`src/rtl/uart_tx_engine.sv`:
```
`default_nettype none
// ============================================================================
// uart_tx_engine: 8-bit UART transmitter, LSB first, 1 start, STOP_BITS stop.
// Define UART_TX_PARITY_EN to insert an even parity bit.        Rev 1.0
// ============================================================================
module uart_tx_engine #(
  parameter int CLKS_PER_BIT = 434,
  parameter int STOP_BITS    = 1
) (
  input  logic       clk,
  input  logic       rst,
  input  logic       init_tx,
  input  logic [7:0] uart_data_in,
  input  logic       stop,
  output logic       uart_tx,
  output logic       uart_tx_busy,
  output logic       done
);

  localparam int                BAUD_W      = (CLKS_PER_BIT > 1) ? $clog2(CLKS_PER_BIT) : 1;
  localparam logic [BAUD_W-1:0] C_BAUD_LAST = BAUD_W'(CLKS_PER_BIT - 1);
  localparam logic [2:0]        C_STOP_LAST = 3'(STOP_BITS - 1);

  typedef enum logic [2:0] {
    ST_IDLE   = 3'd0,
    ST_START  = 3'd1,
    ST_DATA   = 3'd2,
    ST_PARITY = 3'd3,
    ST_STOP   = 3'd4
  } state_t;

  state_t            r_state, w_state;
  logic [BAUD_W-1:0] r_baud, w_baud;
  logic [2:0]        r_bit, w_bit;
  logic [7:0]        r_shreg, w_shreg;
  logic              r_tx, w_tx;
  logic              r_busy, w_busy;
  logic              r_done, w_done;
  logic              w_baud_end;
  logic              w_frame_end;
  logic              w_accept;
`ifdef UART_TX_PARITY_EN
  logic              r_parity;
`endif

  assign w_baud_end = (r_baud == C_BAUD_LAST);

  always_comb begin
    w_state     = r_state;
    w_baud      = r_baud;
    w_bit       = r_bit;
    w_shreg     = r_shreg;
    w_tx        = r_tx;
    w_busy      = r_busy;
    w_done      = 1'b0;
    w_frame_end = 1'b0;

    if (r_state != ST_IDLE) begin
      w_baud = w_baud_end ? '0 : r_baud + 1'b1;
    end

    case (r_state)
      ST_START: begin
        if (w_baud_end) begin
          w_tx    = r_shreg[0];
          w_shreg = {1'b0, r_shreg[7:1]};
          w_bit   = '0;
          w_state = ST_DATA;
        end
      end
      ST_DATA: begin
        if (w_baud_end) begin
          if (r_bit == 3'd7) begin
`ifdef UART_TX_PARITY_EN
            w_tx    = r_parity;
            w_state = ST_PARITY;
`else
            w_tx    = 1'b1;
            w_bit   = '0;
            w_state = ST_STOP;
`endif
          end else begin
            w_tx    = r_shreg[0];
            w_shreg = {1'b0, r_shreg[7:1]};
            w_bit   = r_bit + 3'd1;
          end
        end
      end
`ifdef UART_TX_PARITY_EN
      ST_PARITY: begin
        if (w_baud_end) begin
          w_tx    = 1'b1;
          w_bit   = '0;
          w_state = ST_STOP;
        end
      end
`endif
      ST_STOP: begin
        if (w_baud_end) begin
          if (r_bit == C_STOP_LAST) begin
            w_frame_end = 1'b1;
            w_busy      = 1'b0;
            w_done      = 1'b1;
            w_state     = ST_IDLE;
          end else begin
            w_bit = r_bit + 3'd1;
          end
        end
      end
      default: ;
    endcase

    // A request present on the last stop-bit edge chains straight into the next frame.
    w_accept = ((r_state == ST_IDLE) || w_frame_end) && init_tx && !stop;
    if (w_accept) begin
      w_shreg = uart_data_in;
      w_tx    = 1'b0;
      w_busy  = 1'b1;
      w_baud  = '0;
      w_bit   = '0;
      w_state = ST_START;
    end

    if (stop && (r_state != ST_IDLE)) begin
      w_state = ST_IDLE;
      w_tx    = 1'b1;
      w_busy  = 1'b0;
      w_done  = 1'b0;
      w_baud  = '0;
      w_bit   = '0;
    end
  end

  always_ff @(posedge clk) begin
    if (rst) begin
      r_state <= ST_IDLE;
      r_baud  <= '0;
      r_bit   <= '0;
      r_shreg <= '0;
      r_tx    <= 1'b1;
      r_busy  <= 1'b0;
      r_done  <= 1'b0;
    end else begin
      r_state <= w_state;
      r_baud  <= w_baud;
      r_bit   <= w_bit;
      r_shreg <= w_shreg;
      r_tx    <= w_tx;
      r_busy  <= w_busy;
      r_done  <= w_done;
    end
  end

`ifdef UART_TX_PARITY_EN
  always_ff @(posedge clk) begin
    if (rst) begin
      r_parity <= 1'b0;
    end else if (w_accept) begin
      r_parity <= ^uart_data_in;
    end
  end
`endif

  assign uart_tx      = r_tx;
  assign uart_tx_busy = r_busy;
  assign done         = r_done;

endmodule
`default_nettype wire
```
`config.mk`:
```
export PLATFORM = sky130hd
export DESIGN_NAME = uart_tx_engine
export DESIGN_NICKNAME = d
export VERILOG_FILES = /design/src/rtl/uart_tx_engine.sv
export SDC_FILE = /design/constraint.sdc
export NUM_CORES = 1
export LEC_CHECK = 0
export ABC_AREA = 1
export BUFFER_PORTS_ARGS = -buffer_cell sky130_fd_sc_hd__buf_2
export CORE_ASPECT_RATIO = 0.8
export CORE_MARGIN = 1.5
export CORE_UTILIZATION = 45
export CTS_CLUSTER_SIZE = 8
export DETAILED_ROUTE_END_ITERATION = 6
export PLACE_DENSITY = 0.64
export SYNTH_ARGS = -nofsm -noshare
export SYNTH_HDL_FRONTEND = slang
export SYNTH_SLANG_ARGS = --single-unit
```
`constraint.sdc`:
```
create_clock -name clk -period 2.3 [get_ports clk]
set_input_delay 0.115 -clock clk [delete_from_list [all_inputs] [get_ports clk]]
set_output_delay 0.115 -clock clk [all_outputs]
set_load 0.02 [all_outputs]
```
Word-level counts from Yosys, hierarchy flattened

Cells that the tools add are included.

Input bits: 12
Register bits after elaboration: 26
Output and inout port bits: 3

$add $sub $neg: 2
Reduce and logical (&&, ||, !) cells: 22
Equal/unequal tests: 17
Mux-type cells: 31

Operator list:

| cell                                          | count |
|---|---|
| 2-to-1 mux 8 bit                              | 4 |
| 2-to-1 mux 3 bit                              | 10 |
| inequality test 3 bit, second input constant  | 6 |
| case mux 3 bit (3 select lines)               | 2 |
| case mux 8 bit (2 select lines)               | 1 |
| 2-to-1 mux 1 bit                              | 12 |
| inequality test 2 bit, second input constant  | 6 |
| AND reduction 6 bit                           | 2 |
| adder 9 x 1 -> 9 bit, second input constant   | 1 |
| == test 9 bit, second input constant          | 1 |
| 2-to-1 mux 9 bit                              | 1 |
| nonzero test 3 bit                            | 3 |
| == test 3 bit, second input constant          | 2 |
| logical NOT 3 bit                             | 2 |
| AND reduction 3 bit                           | 2 |
| nonzero test 2 bit                            | 3 |
| AND reduction 5 bit                           | 1 |
| AND reduction 4 bit                           | 1 |
| nonzero test 4 bit                            | 1 |
| adder 3 x 1 -> 3 bit, second input constant   | 1 |
| == test 3 x 1 -> 1 bit, second input constant | 1 |
| == test 3 x 2 -> 1 bit, second input constant | 1 |
| logical AND 1 bit                             | 3 |
| OR reduction 3 bit                            | 1 |
| 4 further kinds                               | 4 |

Logic depth before layout (Yosys ltp)

Gate-level depths: netlist of run 1.

Depth after elaboration: 9
Depth in mapped cells: 14
Depth with buffers taken out: 13

Worst setup path before layout of run 1

No wires, ideal clock.

Path type: reg-to-reg
Start point: reg r_baud[1]
End point: reg r_shreg[6]
Arrival: 1.395 ns
Path slack: 0.794 ns
Buffers on the path: 1
Cell stages (with the launch flop): 15
Period minus slack after synthesis: 1.506 ns
Data required time: 2.189 ns
Library setup time: 0.111 ns
Path through: dfxtp_1 > inv_1 > ha_1 > inv_1 > nor2_1 > nand2_2 > nor2_8 > nand2_4 > nand2_8 > nand2_4 > buf_6 > nand2_4 > inv_2 > nor2_1 > nor2_1

Longest elaborated chain between the ends: 8

Ends and longest elaborated chain:

| what                                                                         | line | RTL |
|---|---|---|
| from (decl)                                                                  | 33   | `logic [BAUD_W-1:0] r_baud, w_baud;` |
| from (signal assigned)                                                       | 145  | `r_baud <= w_baud;` |
| == test 9 bit (*)                                                            | 46   | `assign w_baud_end = (r_baud == C_BAUD_LAST);` |
| 2-to-1 mux 1 bit                                                             | 99   | `if (w_baud_end) begin` |
| 2-to-1 mux 1 bit                                                             | 62   | `case (r_state)` |
| logical OR 1 bit                                                             | 114  | `w_accept = ((r_state == ST_IDLE) \|\| w_frame_end) && init_tx && !stop;` |
| logical AND 1 bit (2 in a row)                                               | 114  |  |
| inequality test 3 bit (no source line) or nonzero test 3 bit (tied branches) | -    |  |
| AND reduction 4 bit (no source line)                                         | -    |  |
| to (signal assigned)                                                         | 147  | `r_shreg <= w_shreg;` |
| to (decl)                                                                    | 35   | `logic [7:0] r_shreg, w_shreg;` |

Mark *: on every way between the ends. The rest lies on a longest branch, timed or not.
A chain may end at the register's enable or synchronous reset.

Worst setup path in the final report of run 1

Start point: reg r_baud[1]
End point: reg r_baud[7]

Longest elaborated chain between the ends: 7

Ends and longest elaborated chain:

| what                                | line |
|---|---|
| == test 9 bit                       | 46 |
| 2-to-1 mux 1 bit                    | 99 |
| 2-to-1 mux 1 bit                    | 62 |
| logical OR 1 bit                    | 114 |
| logical AND 1 bit (2 in a row)      | 114 |
| OR reduction 3 bit (no source line) | - |

Several ways; a longest one is shown, not always the timed one.

==> results of run 1 <==
## final timing paths
kind,startpoint,end,cells past startpoint
max,r_baud[1],r_baud[7],11
min,rst,uart_tx,3
max reg2reg,r_baud[1],r_baud[7],11
min reg2reg,uart_tx_busy,uart_tx_busy,2
## cells by family after synthesis
group	count (synthesis)	share of synthesized area, %
and+or+nand+nor	126	41.7
buffers and inverters	42	11.6
DFF	26	33.7
AOI/OAI and AO/OA	18	6.65
adders and majority gates	5	4.05
xor gates and xnor gates	4	2.27
## per-stage QoR
step,total power [mW],setup slack (ns)
2_1_floorplan,0.573,0.794
3_3_place_gp,0.596,0.533
3_5_place_dp,0.595,0.495
4_1_cts,0.896,0.487
5_1_grt,0.930,0.304
6_report,0.883,0.507
## cell usage after synthesis (all sizes together)
cell type | number | area share [%]
a21boi | 1 | 0.49
nand4 | 3 | 1.2
nand2 | 59 | 18
dfxtp | 26 | 34
o21ai | 9 | 2.9
a21oi | 7 | 2.8
nor2 | 39 | 12
nand3 | 15 | 6.8
inv | 39 | 9.6
nand3b | 1 | 0.49
nor3 | 8 | 3.2
o211ai | 1 | 0.49
buf | 3 | 1.9
nor3b | 1 | 0.49
ha | 5 | 4.1
xor2 | 4 | 2.3
## flip-flops by register name (all words and copies together), names as in the netlist
name / cells
uart_tx_busy: 1
r_baud: 9
uart_tx: 1
r_bit: 3
r_state: 3
r_shreg: 8
done: 1
## metal layers
| metal | track usage (%) | vias up |
|---|---|---|
| met5 | 0 | - |
| met3 | 4.89 | 2 |
| met1 | 24.7 | 533 |
| met2 | 22.9 | 15 |
| met4 | 3.43 | 0 |
| li1 | - | 707 |
## area by class of cell
cell class / instances / area share, %
multi-input combinational: 153 / 50.0
sequential: 26 / 30.8
inverter: 39 / 8.81
timing repair buffer: 14 / 4.15
clock buffer: 4 / 3.26
tap: 40 / 2.96
## worst max-delay path: cells and delay by family, from the launching register on
family / cells / cell delay [ns]
buffers and inverters: 2 / 0.11
adders and majority gates: 1 / 0.17
and+or+nand+nor: 8 / 1.05
DFF: 1 / 0.39
## report_power, final
part	internal, mW	switching, mW
clock	0.153	0.145
combinational	0.0408	0.0716
sequential	0.465	0.00695
total	0.659	0.224
==> impl_metrics.env, run 1 <==
export IMPL_routedWlPerCell_um=10.0
export IMPL_netlist_area_um2=1540
export IMPL_clkTransAtPathRegs_ns=0.09
export IMPL_fp_coreArea_um2=3180
export IMPL_r2r_slack_ns=0.51
export IMPL_vias_per_cell=4.55
export IMPL_instances_no_fill=276
export IMPL_p_leak_nw=0.877
export IMPL_worst_pin_slew_ns=0.426
export IMPL_die_width_um=68.5
export IMPL_synth_seq_cells=26
export IMPL_antenna_found_initial=0
export IMPL_dr_total_vias=1257
export IMPL_grtUsageTotal_pct=16.4
export IMPL_cts_sinks=26
export IMPL_syn_inst=221
export IMPL_initial_core_util_pct=48.6
export IMPL_worstHoldPathType="in2reg"
export IMPL_grt_pass1_vias=1113
export IMPL_routed_wl_met3_um=103
export IMPL_fin_skew_ns=0.00204
export IMPL_insertedDiodeCount=0
export IMPL_clk_latency_ns=0.27
export IMPL_syn_area_per_cell_um2=6.99
export IMPL_final_common_cell="nand2_1"
export IMPL_holdWs_ns=0.0855
export IMPL_cap_violations=0
export IMPL_rsz0062_at_grt="no"
export IMPL_port_buffers=14
export IMPL_max_vdd_ir_drop_mv=0.361
export IMPL_seq_area_frac_synth_pct=33.7
export IMPL_dr_pass1_iters=4
export IMPL_drt_iter0_drc=117
export IMPL_final_core_util_pct=53.2
export IMPL_netlist_cell_type_count=28
export IMPL_route_detailed_drc=0
export IMPL_critPathKind="reg2reg"
export IMPL_post_route_period_util_pct=78.0
export IMPL_fillerInstances=331
export IMPL_clockRootBuffer="clkbuf_8"
export IMPL_grt_overflow=0
export IMPL_slowest_delay_ns=0.39
export IMPL_final_area_um2=1690
export IMPL_critical_path_cell_chain="inv_1, ha_1, inv_1, nor2_1, nand2_2, nor2_8, nand2_4, nand2_8, nand2_4, nand2_2, nor3b_1"
export IMPL_ios=15
export IMPL_wl_mm=2.77
export IMPL_cts_buffers=3
export IMPL_nets=254
export IMPL_post_route_min_period_ns=1.79
export IMPL_cts_tree="built"
export IMPL_hpwl_mm=2.09
export IMPL_start_kind="flip-flop"
export IMPL_area_growth_pct=9.40
export IMPL_syn_nets=238
export IMPL_slew_headroom_pct=71.5
export IMPL_cts_repair_resized=0
export IMPL_ys_warnings_count=0
export IMPL_worst_ep_arrival_time_ns=1.99
export IMPL_drive_gt1_share_pct=19.5
export IMPL_final_hold_violation_count=0
export IMPL_seq_area_um2=520
export IMPL_multi_input_area_um2=845
export IMPL_final_cell_mix="nand2_1 (49), inv_1 (37), nor2_1 (33)"
export IMPL_critPathMaxFanout=21
export IMPL_die_area_um2=3790
export IMPL_clk_path_buf_depth=2
export IMPL_top_layer_used="met4"
export IMPL_status="finished clean"
export IMPL_cts_setup_buffers=0
export IMPL_grt_max_degree=22
export IMPL_dieHeight_um=55.4
export IMPL_powerDensity_nw_per_um2=523
export IMPL_place_congestion=0.797
export IMPL_antenna_left=0
export IMPL_crit_path_end_kind="flip-flop"
export IMPL_cp_slowest_cell="dfxtp_1"
export IMPL_cts_max_level=1
export IMPL_fmax_mhz=558
export IMPL_worst_ep_required_time_ns=2.50
export IMPL_dr_wl_met2_mm=1.08
export IMPL_finalSetupTns_ns=0
export IMPL_final_max_slew_viol_count=0
export IMPL_wl_met1_mm=1.57
export IMPL_dp_cells=272
export IMPL_grt_pass1_wl_mm=4.89
export IMPL_hold_buffers=0
export IMPL_place_area_um2=1630
export IMPL_num_rows=18
export IMPL_setup_viol=0
Power figures use the tool's default switching activity.
==> run 2, diff against run 1 <==
==> constraint.sdc (replaced) <==
create_clock -name clk -period 1.65 [get_ports clk]
set_input_delay 0.0825 -clock clk [delete_from_list [all_inputs] [get_ports clk]]
set_output_delay 0.0825 -clock clk [all_outputs]
set_load 0.02 [all_outputs]
==> run 2 against run 1 <==
Against the previous run: cell area grew 10%; via count rose by 7.6%; sequential power rose by 40%; clock skew increased by 0.0062 ns; core utilization is 5.4 points higher; register-to-register slack worse by 0.43 ns; hold slack better by 0.028 ns; count of clock-buffer cells in the layout decreased by 1; maximum frequency rose by 14%; highest routed layer unchanged; worst setup slack got worse by 0.43 ns; critical path depth up 2.
==> impl_metrics.env, run 2 (synthesis results as in run 1) <==
export IMPL_cap_violations=0
export IMPL_fmax_mhz=637
export IMPL_ff2ff_path_depth=13
export IMPL_post_route_period_util_pct=95.1
export IMPL_area_growth_pct=20.5
export IMPL_fp_coreArea_um2=3180
export IMPL_grt_pass1_vias=1159
export IMPL_grt_pass1_wl_mm=5.05
export IMPL_finalSetupTns_ns=0
export IMPL_hp_start="uart_data_in[7]"
export IMPL_fin_skew_ns=0.00823
export IMPL_critPathKind="reg2reg"
export IMPL_port_buffers=14
export IMPL_start_kind="flip-flop"
export IMPL_r2r_slack_ns=0.08
export IMPL_clk_latency_ns=0.27
export IMPL_nets=269
export IMPL_final_cell_mix="nand2_1 (49), inv_1 (34), nor2_1 (32)"
export IMPL_grt_max_degree=14
export IMPL_timing_critical_path_buf_inv=4
export IMPL_hold_buffers=0
export IMPL_worst_ep_required_time_ns=1.82
export IMPL_crit_family="simple AND/OR/NAND/NOR gates"
export IMPL_grt_overflow=0
export IMPL_insertedDiodeCount=0
export IMPL_powerDensity_nw_per_um2=652
export IMPL_slew_headroom_pct=70.9
export IMPL_routedWlPerCell_um=10.3
export IMPL_final_hold_violation_count=0
export IMPL_clockRootBuffer="clkbuf_8"
export IMPL_clk_path_buf_depth=2
export IMPL_dr_total_vias=1352
export IMPL_worst_pin_slew_ns=0.436
export IMPL_num_rows=18
export IMPL_worst_ep_arrival_time_ns=1.74
export IMPL_antenna_found_initial=0
export IMPL_reg_largest_list="r_baud x9, r_shreg x8"
export IMPL_crit_path_end_kind="flip-flop"
export IMPL_slowest_delay_ns=0.33
export IMPL_cts_buffers=3
export IMPL_min_path_cells=3
export IMPL_critical_path_cell_chain="inv_2, ha_4, inv_2, nor2_2, nand2_2, nor2_8, nand2_4, nor2_4, inv_6, nand2_4, inv_2, nor2_1, nor2_1"
export IMPL_dp_worst_setup_slack_ns=0.0191
export IMPL_clkTransAtPathRegs_ns=0.08
export IMPL_route_detailed_drc=0
export IMPL_dr_pass1_iters=4
export IMPL_holdWs_ns=0.113
export IMPL_die_area_um2=3790
export IMPL_cts_max_level=1
export IMPL_ios=15
export IMPL_largest_register_ffs=9
export IMPL_dieHeight_um=55.4
export IMPL_cts_sinks=26
export IMPL_place_congestion=0.793
export IMPL_post_route_min_period_ns=1.57
export IMPL_reg2reg_from="r_baud[1]"
export IMPL_vias_per_cell=4.66
export IMPL_grtUsageTotal_pct=17.1
export IMPL_path_common_cell="inv_2"
export IMPL_final_common_cell="nand2_1"
export IMPL_whs_endpoint="r_shreg[7]"
export IMPL_drive_gt1_share_pct=26.8
export IMPL_die_width_um=68.5
export IMPL_setup_viol=0
export IMPL_top_register="r_baud"
export IMPL_final_max_slew_viol_count=0
export IMPL_hpwl_mm=2.19
export IMPL_instances_no_fill=290
export IMPL_worstHoldPathType="in2reg"
export IMPL_cp_slowest_cell="dfxtp_2"
export IMPL_final_critical_path_setup_slack_ns=0.0812
export IMPL_critPathMaxFanout=9
export IMPL_r2r_end="r_shreg[6]"
export IMPL_antenna_left=0
export IMPL_wl_mm=3.00
export IMPL_status="finished clean"
export IMPL_initial_core_util_pct=48.6
export IMPL_rsz0062_at_grt="yes"
export IMPL_dp_cells=281
export IMPL_drt_iter0_drc=40
export IMPL_max_vdd_ir_drop_mv=0.590
export IMPL_p_leak_nw=0.970
export IMPL_cts_tree="built"
-- run 2: cell types whose count changed in the layout (fill, tap and decap cells not counted), moves of 2 or more --
cell,delta
buf_4,+12
dfxtp_1,-2
dfxtp_2,+2
inv_1,-3
inv_2,+3
nand2_2,-2
nand2_4,+2
-- run 2: layout make-up --
cell class	count	area, µm²
timing repair buffer	28	205
tap	40	50.0
multi-input combinational	154	890
fill	303	1320
inverter	39	151
sequential	26	523
clock buffer	3	41.3
-- run 2: repair_timing --
item / in CTS / in global routing
resized for setup: 0 / 12
setup endpoints to repair: 0 / 21
buffers inserted: 0 / 4
-- run 2: how the worst max path moves through the flow --
stage | startpoint | end | slack, ns | depth (start not counted)
floorplan | r_baud[1] | r_shreg[6] | 0.14 | 14
global placement | r_baud[1] | r_shreg[6] | 0.06 | 13
detailed placement | r_baud[1] | r_shreg[6] | 0.02 | 13
CTS | r_baud[1] | r_shreg[6] | 0.009 | 13
global route | r_baud[1] | r_shreg[0] | -0.03 | 14
finish | r_baud[1] | r_shreg[6] | 0.08 | 13
-- run 2: worst register-to-register path, stage by stage (launching register included) --
cell and delay [ns]:
dfxtp_2 0.33, inv_2 0.06, ha_4 0.12, inv_2 0.03
nor2_2 0.08, nand2_2 0.09, nor2_8 0.14, nand2_4 0.07
nor2_4 0.21, inv_6 0.10, nand2_4 0.09, inv_2 0.03
nor2_1 0.09, nor2_1 0.04
-- run 2: report_power, final --
| part | switching, mW | total, mW | internal, mW |
|---|---|---|---|
| logic | 0.116 | 0.205 | 0.0893 |
| registers | 0.00996 | 0.659 | 0.649 |
| clock network | 0.186 | 0.349 | 0.163 |
-- run 2: through the flow --
| step | power (mW) | cell area, µm² | util, % |
|---|---|---|---|
| after floorplan | 0.799 | 1540 | - |
| after global placement | 0.852 | 1710 | 54.0 |
| after detailed placement | 0.853 | 1710 | 54.0 |
| after CTS | 1.21 | 1760 | 55.3 |
| after global routing | 1.29 | 1860 | 58.6 |
| final | 1.21 | 1860 | 58.6 |
-- run 2: per-layer routing --
layer	share of wire [%]	track usage [%]	up-vias
met4	0.30	3.43	0
met1	54	26.3	596
met5	0	0	-
met2	42	23.1	15
li1	-	-	739
met3	3.8	5.09	2
